File: src/rtl/alu_issue_ctrl.sv
// alu_issue_ctrl
// ----------------
// Fetch/decode/issue sequencer that drives a 20-bit combinational ALU from
// the initiator side. Instructions are fetched over a req/ack port. Each
// instruction is decoded against an 8x20 register file. ALU opcode and
// operands are presented for one EXEC cycle, and the ALU outputs are sampled
// at the end of that cycle. Results or flags are written back in WB.
//
// Ports
//   clk, rst_n           clock, synchronous active-low reset
//   start                leave IDLE/HALTED and begin fetching
//   imem_req/addr        fetch request and address (PC)
//   imem_ack/rdata       fetch accept and instruction word (same cycle)
//   alu_op/a/b/cin       ALU opcode, operands and carry-in (zero op outside EXEC)
//   alu_result/cout/z/n  ALU outputs, sampled at the closing edge of EXEC
//   flag_z/n/c           architectural flags
//   busy, halted, err    status (err is sticky until restart)
//   dbg_sel/dbg_data     combinational register file peek

module alu_issue_ctrl #(
  parameter logic [19:0] PC_RESET = 20'h00000
) (
  input  logic        clk,
  input  logic        rst_n,
  input  logic        start,
  output logic        imem_req,
  output logic [19:0] imem_addr,
  input  logic        imem_ack,
  input  logic [19:0] imem_rdata,
  output logic [19:0] alu_op,
  output logic [19:0] alu_a,
  output logic [19:0] alu_b,
  output logic        alu_cin,
  input  logic [19:0] alu_result,
  input  logic        alu_cout,
  input  logic        alu_z,
  input  logic        alu_n,
  output logic        flag_z,
  output logic        flag_n,
  output logic        flag_c,
  output logic        busy,
  output logic        halted,
  output logic        err,
  input  logic [2:0]  dbg_sel,
  output logic [19:0] dbg_data
);

  typedef enum logic [2:0] {
    ST_IDLE, ST_FETCH, ST_DECODE, ST_EXEC, ST_WB, ST_WB1, ST_WB2, ST_HALTED
  } state_t;

  localparam logic [4:0] OP_SWAP = 5'd8;
  localparam logic [4:0] OP_ADDC = 5'd12;
  localparam logic [4:0] OP_SUBC = 5'd14;
  localparam logic [4:0] OP_EQ   = 5'd15;
  localparam logic [4:0] OP_LET  = 5'd19;
  localparam logic [4:0] OP_LDI  = 5'd20;
  localparam logic [4:0] OP_HALT = 5'd31;

  // Op index to ALU opcode code; indices outside 0..19 never reach EXEC.
  function automatic logic [19:0] op_code(input logic [4:0] idx);
    logic [19:0] code;
    case (idx)
      5'd0:    code = 20'h000A1;
      5'd1:    code = 20'h000C9;
      5'd2:    code = 20'h000B5;
      5'd3:    code = 20'h000DD;
      5'd4:    code = 20'h000F1;
      5'd5:    code = 20'h00105;
      5'd6:    code = 20'h00119;
      5'd7:    code = 20'h0012D;
      5'd8:    code = 20'h00011;
      5'd9:    code = 20'h00141;
      5'd10:   code = 20'h00155;
      5'd11:   code = 20'h00169;
      5'd12:   code = 20'h0017D;
      5'd13:   code = 20'h00191;
      5'd14:   code = 20'h001A5;
      5'd15:   code = 20'h001B9;
      5'd16:   code = 20'h001CD;
      5'd17:   code = 20'h001E1;
      5'd18:   code = 20'h001F5;
      5'd19:   code = 20'h00209;
      default: code = 20'h00000;
    endcase
    return code;
  endfunction

  state_t      state_reg;
  logic [19:0] pc_reg;
  logic [19:0] instr_reg;
  logic        imem_req_reg;
  logic [19:0] alu_op_reg;
  logic [19:0] alu_a_reg;
  logic [19:0] alu_b_reg;
  logic        alu_cin_reg;
  logic [19:0] res_reg;
  logic        res_cout_reg;
  logic        res_z_reg;
  logic        res_n_reg;
  logic        flag_z_reg;
  logic        flag_n_reg;
  logic        flag_c_reg;
  logic        busy_reg;
  logic        halted_reg;
  logic        err_reg;

  logic [19:0] regs [0:7];

  logic [4:0]  op_idx;
  logic [2:0]  rd;
  logic [2:0]  ra;
  logic [2:0]  rb;
  logic [11:0] imm;

  assign op_idx = instr_reg[19:15];
  assign rd     = instr_reg[14:12];
  assign ra     = instr_reg[11:9];
  assign rb     = instr_reg[8:6];
  assign imm    = instr_reg[11:0];

  // Register file write port, active only in the writeback states.
  // SWAP reuses the operands latched in DECODE (alu_a/alu_b hold regs[ra]
  // and regs[rb]), so the ALU result never feeds a swap.
  logic        wb_en;
  logic [2:0]  wb_addr;
  logic [19:0] wb_data;

  always_comb begin
    wb_en   = 1'b0;
    wb_addr = rd;
    wb_data = res_reg;
    case (state_reg)
      ST_WB: begin
        if (op_idx == OP_LDI) begin
          wb_en   = 1'b1;
          wb_data = {8'h00, imm};
        end else if ((op_idx < OP_SWAP) || ((op_idx > OP_SWAP) && (op_idx <= OP_SUBC))) begin
          wb_en = 1'b1;
        end
      end
      ST_WB1: begin
        wb_en   = 1'b1;
        wb_addr = ra;
        wb_data = alu_b_reg;
      end
      ST_WB2: begin
        wb_en   = 1'b1;
        wb_addr = rb;
        wb_data = alu_a_reg;
      end
      default: ;
    endcase
  end

  genvar gi;
  generate
    for (gi = 0; gi < 8; gi++) begin : g_regfile
      always_ff @(posedge clk) begin
        if (!rst_n) begin
          regs[gi] <= 20'h00000;
        end else if (wb_en && (wb_addr == 3'(gi))) begin
          regs[gi] <= wb_data;
        end
      end
    end
  endgenerate

  always_ff @(posedge clk) begin
    if (!rst_n) begin
      state_reg    <= ST_IDLE;
      pc_reg       <= PC_RESET;
      instr_reg    <= 20'h00000;
      imem_req_reg <= 1'b0;
      alu_op_reg   <= 20'h00000;
      alu_a_reg    <= 20'h00000;
      alu_b_reg    <= 20'h00000;
      alu_cin_reg  <= 1'b0;
      res_reg      <= 20'h00000;
      res_cout_reg <= 1'b0;
      res_z_reg    <= 1'b0;
      res_n_reg    <= 1'b0;
      flag_z_reg   <= 1'b0;
      flag_n_reg   <= 1'b0;
      flag_c_reg   <= 1'b0;
      busy_reg     <= 1'b0;
      halted_reg   <= 1'b0;
      err_reg      <= 1'b0;
    end else begin
      case (state_reg)
        ST_IDLE: begin
          if (start) begin
            state_reg <= ST_FETCH;
            busy_reg  <= 1'b1;
          end
        end

        // Request goes up one cycle after entering FETCH and stays up with
        // a stable address until acknowledged.
        ST_FETCH: begin
          if (!imem_req_reg) begin
            imem_req_reg <= 1'b1;
          end else if (imem_ack) begin
            instr_reg    <= imem_rdata;
            pc_reg       <= pc_reg + 20'd1;
            imem_req_reg <= 1'b0;
            state_reg    <= ST_DECODE;
          end
        end

        ST_DECODE: begin
          alu_a_reg <= regs[ra];
          alu_b_reg <= regs[rb];
          if (op_idx == OP_LDI) begin
            state_reg <= ST_WB;
          end else if (op_idx == OP_HALT) begin
            state_reg  <= ST_HALTED;
            busy_reg   <= 1'b0;
            halted_reg <= 1'b1;
          end else if (op_idx > OP_LDI) begin
            state_reg  <= ST_HALTED;
            busy_reg   <= 1'b0;
            halted_reg <= 1'b1;
            err_reg    <= 1'b1;
          end else begin
            state_reg   <= ST_EXEC;
            alu_op_reg  <= op_code(op_idx);
            alu_cin_reg <= flag_c_reg;
          end
        end

        ST_EXEC: begin
          res_reg      <= alu_result;
          res_cout_reg <= alu_cout;
          res_z_reg    <= alu_z;
          res_n_reg    <= alu_n;
          alu_op_reg   <= 20'h00000;
          state_reg    <= (op_idx == OP_SWAP) ? ST_WB1 : ST_WB;
        end

        ST_WB: begin
          if ((op_idx == OP_ADDC) || (op_idx == OP_SUBC)) begin
            flag_c_reg <= res_cout_reg;
          end
          if ((op_idx >= OP_EQ) && (op_idx <= OP_LET)) begin
            flag_z_reg <= res_z_reg;
            flag_n_reg <= res_n_reg;
          end
          state_reg <= ST_FETCH;
        end

        ST_WB1: state_reg <= ST_WB2;

        ST_WB2: state_reg <= ST_FETCH;

        ST_HALTED: begin
          if (start) begin
            err_reg    <= 1'b0;
            halted_reg <= 1'b0;
            busy_reg   <= 1'b1;
            pc_reg     <= PC_RESET;
            state_reg  <= ST_FETCH;
          end
        end

        default: state_reg <= ST_IDLE;
      endcase
    end
  end

  assign imem_req  = imem_req_reg;
  assign imem_addr = pc_reg;
  assign alu_op    = alu_op_reg;
  assign alu_a     = alu_a_reg;
  assign alu_b     = alu_b_reg;
  assign alu_cin   = alu_cin_reg;
  assign flag_z    = flag_z_reg;
  assign flag_n    = flag_n_reg;
  assign flag_c    = flag_c_reg;
  assign busy      = busy_reg;
  assign halted    = halted_reg;
  assign err       = err_reg;
  assign dbg_data  = regs[dbg_sel];

endmodule

File: config.mk
export PLATFORM = sky130hd
export DESIGN_NAME = alu_issue_ctrl
export DESIGN_NICKNAME = d
export VERILOG_FILES = /design/src/rtl/alu_issue_ctrl.sv
export SDC_FILE = /design/constraint.sdc
export NUM_CORES = 1
export LEC_CHECK = 0
export BUFFER_PORTS_ARGS = -buffer_cell sky130_fd_sc_hd__buf_2
export CAP_MARGIN = 0
export CORE_MARGIN = 4
export CORE_UTILIZATION = 50
export CTS_CLUSTER_SIZE = 8
export DETAILED_ROUTE_END_ITERATION = 10
export MAX_ROUTING_LAYER = met4
export PLACE_DENSITY = 0.71
export RECOVER_POWER = 100
export SYNTH_ARGS = -nofsm -noshare
export SYNTH_HDL_FRONTEND = slang
export SYNTH_SLANG_ARGS = --single-unit
File: constraint.sdc
create_clock -name clk -period 3.65 [get_ports clk]
set_input_delay 0.5475 -clock clk [delete_from_list [all_inputs] [get_ports clk]]
set_output_delay 0.5475 -clock clk [all_outputs]
set_load 0.05 [all_outputs]
==> impl_metrics.prom <==
# TYPE chip_impl_metric gauge
chip_impl_info{name="worstSetupStartpointType",value="flip-flop"} 1
chip_impl_metric{name="rows",unit=""} 62
chip_impl_info{name="timing.critical_path.mode_cell",value="sky130_fd_sc_hd__nor2_1"} 1
chip_impl_metric{name="detailedRoute.firstPassIterationCount",unit=""} 6
chip_impl_info{name="timing.critical_path.slowest_stage_cell",value="sky130_fd_sc_hd__dfxtp_1"} 1
chip_impl_metric{name="ant_nets",unit=""} 0
chip_impl_metric{name="clockBufferDepth",unit=""} 3
chip_impl_metric{name="routedWlPerCell",unit="µm"} 23.96
chip_impl_metric{name="worst_slew_pin_slew",unit="ns"} 2.088
chip_impl_metric{name="cts_max_level",unit=""} 2
chip_impl_metric{name="fin_hold_ws",unit="ns"} 0.2626
chip_impl_metric{name="cts_buf_count",unit=""} 42
chip_impl_metric{name="cts_setup_buffers",unit=""} 0
chip_impl_metric{name="placed_cells",unit=""} 1741
chip_impl_metric{name="skew",unit="ns"} 0.01963
chip_impl_metric{name="syn_area_per_cell",unit="µm²"} 11.75
chip_impl_metric{name="ctsHoldBuffers",unit=""} 0
chip_impl_metric{name="multiInputGateArea",unit="µm²"} 6914
chip_impl_metric{name="synthesis.yosys.warnings",unit=""} 0
chip_impl_metric{name="worst-r2r-setup-slack",unit="ns"} 0.37
chip_impl_metric{name="largest_register_ff_count",unit=""} 160
chip_impl_metric{name="grt_antenna_before_repair",unit=""} 0
chip_impl_metric{name="max_cap_violations",unit=""} 2
chip_impl_metric{name="postCtsResizedCells",unit=""} 0
chip_impl_metric{name="io_pins",unit=""} 158
chip_impl_metric{name="detailed_route_via_count",unit=""} 11520
chip_impl_info{name="regMostFlops",value="regs"} 1
chip_impl_metric{name="chipWidth",unit="µm"} 180.5
chip_impl_metric{name="synth_edf_count",unit=""} 160
chip_impl_metric{name="cp_slowest_stage_delay",unit="ns"} 0.78
chip_impl_metric{name="die_h",unit="µm"} 180.5
chip_impl_metric{name="reg2regPathDepth",unit=""} 8
chip_impl_info{name="hold_path.class",value="primary input to flip-flop"} 1
chip_impl_info{name="critPathKind",value="flip-flop to flip-flop"} 1
chip_impl_metric{name="cp_max_fo",unit=""} 23
chip_impl_info{name="synth_flop_cell",value="sky130_fd_sc_hd__edfxtp_1"} 1
chip_impl_metric{name="grt_start_max_net_pins",unit=""} 97
chip_impl_info{name="outcome",value="finished, violations left"} 1
chip_impl_metric{name="setup_violations",unit=""} 0
chip_impl_metric{name="floorplan.initialDensity",unit=""} 0.5126
chip_impl_info{name="r2r_end",value="regs[5][15]"} 1
chip_impl_metric{name="slew_violations",unit=""} 181
chip_impl_info{name="unrepaired_setup_endpoints_after_global_routing",value="false"} 1
chip_impl_info{name="crit-reg2reg-launch",value="state_reg[0]"} 1
chip_impl_metric{name="detailed_place.area",unit="µm²"} 16120
chip_impl_info{name="violations",value="capacitance limit, slew limit"} 1
chip_impl_metric{name="port-buffer-count",unit=""} 146
chip_impl_metric{name="pre_cts_ws",unit="ns"} 0.5698
chip_impl_metric{name="num-fill-cells",unit=""} 2384
chip_impl_metric{name="hold_viol_final",unit=""} 0
chip_impl_info{name="end_kind",value="flip-flop"} 1
chip_impl_metric{name="track_usage",unit=""} 0.2689
chip_impl_metric{name="cts.sinks",unit=""} 292
chip_impl_metric{name="finalWorstSetupSlack",unit="ns"} 0.3682
chip_impl_metric{name="min_delay_path_depth",unit=""} 3
chip_impl_metric{name="layout.nets",unit=""} 1457
chip_impl_metric{name="first_global_vias",unit=""} 11362
chip_impl_metric{name="grt_pass1_wl",unit="µm"} 67520
chip_impl_metric{name="die_area",unit="µm²"} 32570
chip_impl_metric{name="synth_sequential_area_ratio",unit=""} 0.5007
chip_impl_metric{name="vdd_ir_drop_max",unit="mV"} 0.2859
chip_impl_metric{name="synth-seq-cells",unit=""} 292
chip_impl_metric{name="drc",unit=""} 0
chip_impl_metric{name="drt-vias-per-instance",unit=""} 6.358
chip_impl_metric{name="timing.max_slew.rel_slack",unit=""} -0.3918
chip_impl_metric{name="dp_hpwl",unit="µm"} 28970
chip_impl_metric{name="cellPowerDensity",unit="nW/µm²"} 560.7
chip_impl_metric{name="clk-insertion-delay-late",unit="ns"} 0.54
chip_impl_info{name="sequence_of_cells_on_the_critical_path",value="buf_4 > nor2_1 > nor2_1 > o2bb2ai_1 > nor3_2 > nand2_1 > o21ai_2 > clkbuf_2"} 1
chip_impl_metric{name="cp.required",unit="ns"} 3.85
chip_impl_metric{name="postSynthCellCount",unit=""} 1266
chip_impl_info{name="clock-root-buffer",value="sky130_fd_sc_hd__clkbuf_16"} 1
chip_impl_metric{name="core_region_area",unit="µm²"} 29010
chip_impl_info{name="worst_hold_startpoint",value="alu_result[15]"} 1
chip_impl_metric{name="seq_area",unit="µm²"} 7452
chip_impl_metric{name="period_needed",unit="ns"} 3.282
chip_impl_metric{name="layout-area-overhead-vs-synth",unit="%"} 15.23
chip_impl_metric{name="routed_wirelength",unit="µm"} 43410
chip_impl_info{name="hold_worst_path_end",value="res_reg[15]"} 1
chip_impl_metric{name="static-leakage-power",unit="µW"} 0.005571
chip_impl_metric{name="synth_cell_types",unit=""} 68
chip_impl_metric{name="layout_cells_sized_above_1",unit=""} 0.2157
chip_impl_metric{name="final_cell_area",unit="µm²"} 17140
chip_impl_metric{name="ys_async_sr_fraction",unit=""} 0
chip_impl_metric{name="timing.critical_path.arrival",unit="ns"} 3.48
chip_impl_metric{name="fmax",unit="MHz"} 304.7
chip_impl_metric{name="gpl.final_weighted_congestion",unit=""} 0.8748
chip_impl_metric{name="period_share",unit=""} 0.8991
chip_impl_metric{name="synth_area",unit="µm²"} 14870
chip_impl_metric{name="drt_first_iter_violations",unit=""} 1404
chip_impl_metric{name="grt_remaining_overflow",unit=""} 0
chip_impl_metric{name="number_of_antenna_diodes",unit=""} 0
chip_impl_info{name="cts_tree",value="done"} 1
chip_impl_metric{name="setup_tns",unit="ns"} 0
chip_impl_metric{name="post_layout_nonfiller_instances",unit=""} 1812
chip_impl_metric{name="cts.clk_slew.worst_paths",unit="ns"} 0.05
layer usage:
layer / wire, µm / global-route usage / up-vias
li1: - / - / 5016
met1: 17230 / 0.3680 / 5727
met2: 20590 / 0.4222 / 696
met3: 4554 / 0.05127 / 81
met4: 1041 / 0.06443 / 0
met5: 0 / - / -
cell usage in the layout (no fill, tap or decap), types with 6 or more instances in the layout:
master,synthesis,layout
sky130_fd_sc_hd__buf_4,12,32
sky130_fd_sc_hd__ha_1,6,6
sky130_fd_sc_hd__nand3_1,15,15
sky130_fd_sc_hd__a222oi_1,16,16
sky130_fd_sc_hd__inv_1,14,15
sky130_fd_sc_hd__clkbuf_2,0,12
sky130_fd_sc_hd__mux4_2,120,120
sky130_fd_sc_hd__clkbuf_1,76,127
sky130_fd_sc_hd__nand4_1,13,13
sky130_fd_sc_hd__nand2_1,104,104
sky130_fd_sc_hd__a22oi_1,12,12
sky130_fd_sc_hd__a21oi_1,50,51
sky130_fd_sc_hd__mux2i_1,45,45
sky130_fd_sc_hd__edfxtp_1,160,160
sky130_fd_sc_hd__nor2_1,255,256
sky130_fd_sc_hd__dfxtp_1,132,128
sky130_fd_sc_hd__clkbuf_16,0,43
sky130_fd_sc_hd__and2_1,7,7
sky130_fd_sc_hd__o21ai_2,1,6
sky130_fd_sc_hd__xor2_1,16,16
sky130_fd_sc_hd__a2bb2oi_1,8,8
sky130_fd_sc_hd__conb_1,1,11
sky130_fd_sc_hd__o21ai_0,25,19
sky130_fd_sc_hd__o22ai_1,6,6
sky130_fd_sc_hd__mux2_2,21,20
sky130_fd_sc_hd__and3_1,11,11
sky130_fd_sc_hd__nor3_1,10,8
sky130_fd_sc_hd__buf_2,20,51
sky130_fd_sc_hd__a211oi_1,40,40
worst max path at each step:
| stage | from | endpoint | slack [ns] | depth (start not counted) |
|---|---|---|---|---|
| final | state_reg[0] | regs[5][15] | 0.37 | 8 |
| after global routing | state_reg[0] | regs[5][15] | 0.12 | 8 |
| after detailed placement | state_reg[0] | regs[7][10] | 0.57 | 8 |
| after CTS | state_reg[0] | regs[7][8] | 0.52 | 8 |
| after floorplan | instr_reg[17] | regs[0][0] | 0.32 | 7 |
| after global placement | state_reg[0] | regs[7][9] | 0.70 | 8 |
where the power goes:
group          leakage, µW  switching, µW  internal [µW]
combinational      0.00227           1400            587
clock             0.000580           1410           2190
sequential         0.00272            298           3720
total              0.00557           3100           6510
area by class of cell:
type	instances	area share
inverters	15	0.003285
multi-input cells	849	0.4034
well taps	384	0.02804
clock inverters	2	0.001898
repair buffers	201	0.05943
flip-flops and latches	292	0.4348
clock buffers	69	0.06907
Yosys cell counts (2+ instances only):
library cell	instances	area (µm²)
sky130_fd_sc_hd__buf_2	20	100.1
sky130_fd_sc_hd__a221oi_2	4	60.06
sky130_fd_sc_hd__buf_4	12	90.09
sky130_fd_sc_hd__dfxtp_1	132	2643
sky130_fd_sc_hd__o21ai_0	25	125.1
sky130_fd_sc_hd__clkbuf_1	76	285.3
sky130_fd_sc_hd__nand2_1	104	390.4
sky130_fd_sc_hd__o21a_1	2	15.01
sky130_fd_sc_hd__a21oi_1	50	250.2
sky130_fd_sc_hd__nand2b_1	2	12.51
sky130_fd_sc_hd__buf_1	12	45.04
sky130_fd_sc_hd__xor2_1	16	140.1
sky130_fd_sc_hd__nand4_1	13	81.33
sky130_fd_sc_hd__and3_1	11	68.82
sky130_fd_sc_hd__and4_1	2	17.52
sky130_fd_sc_hd__and2_1	7	43.79
sky130_fd_sc_hd__ha_1	6	75.07
sky130_fd_sc_hd__xnor2_1	5	43.79
sky130_fd_sc_hd__mux2_2	21	236.5
sky130_fd_sc_hd__nor2_1	255	957.2
sky130_fd_sc_hd__inv_1	14	52.55
sky130_fd_sc_hd__a211oi_1	40	300.3
sky130_fd_sc_hd__nor3b_1	2	15.01
sky130_fd_sc_hd__o31a_1	2	17.52
sky130_fd_sc_hd__a222oi_1	16	160.2
sky130_fd_sc_hd__nor4_1	3	18.77
sky130_fd_sc_hd__edfxtp_1	160	4805
sky130_fd_sc_hd__o22ai_1	6	37.54
sky130_fd_sc_hd__a2bb2oi_1	8	70.07
sky130_fd_sc_hd__mux4_2	120	2703
sky130_fd_sc_hd__mux2i_1	45	450.4
sky130_fd_sc_hd__nand3_1	15	75.07
sky130_fd_sc_hd__nor3_1	10	50.05
sky130_fd_sc_hd__o21ai_1	2	10.01
sky130_fd_sc_hd__a22oi_1	12	90.09
sky130_fd_sc_hd__a22o_1	4	35.03
stage by stage:
stage	util	total power [µW]
final	0.5907	9610
after global routing	0.5907	9947
after floorplan	-	5491
after detailed placement	0.5557	6083
after CTS	0.5976	9662
after global placement	0.5557	6050
worst max-delay path, delay by kind of cell, from the launching register on:
kind                   cells  cell delay [ns]
AO/OA/AOI/OAI              2             0.62
buffers and inverters      2             0.70
flip-flops                 1             0.78
AND/OR/NAND/NOR            4             0.85
kinds of logic (layout without fill, tap and decap cells):
family / count (synthesis) / after routing / synth area share
and+or+nand+nor: 432 / 432 / 0.1225
DFF: 292 / 292 / 0.5007
AOI/OAI and AO/OA: 191 / 191 / 0.09077
muxes: 187 / 187 / 0.2289
buffers and inverters: 135 / 287 / 0.03878
xor gates and xnor gates: 21 / 21 / 0.01237
adders and majority gates: 7 / 7 / 0.005720
other: 1 / 11 / 0.0002521
Note: power is estimated with default switching activity, not from simulation.
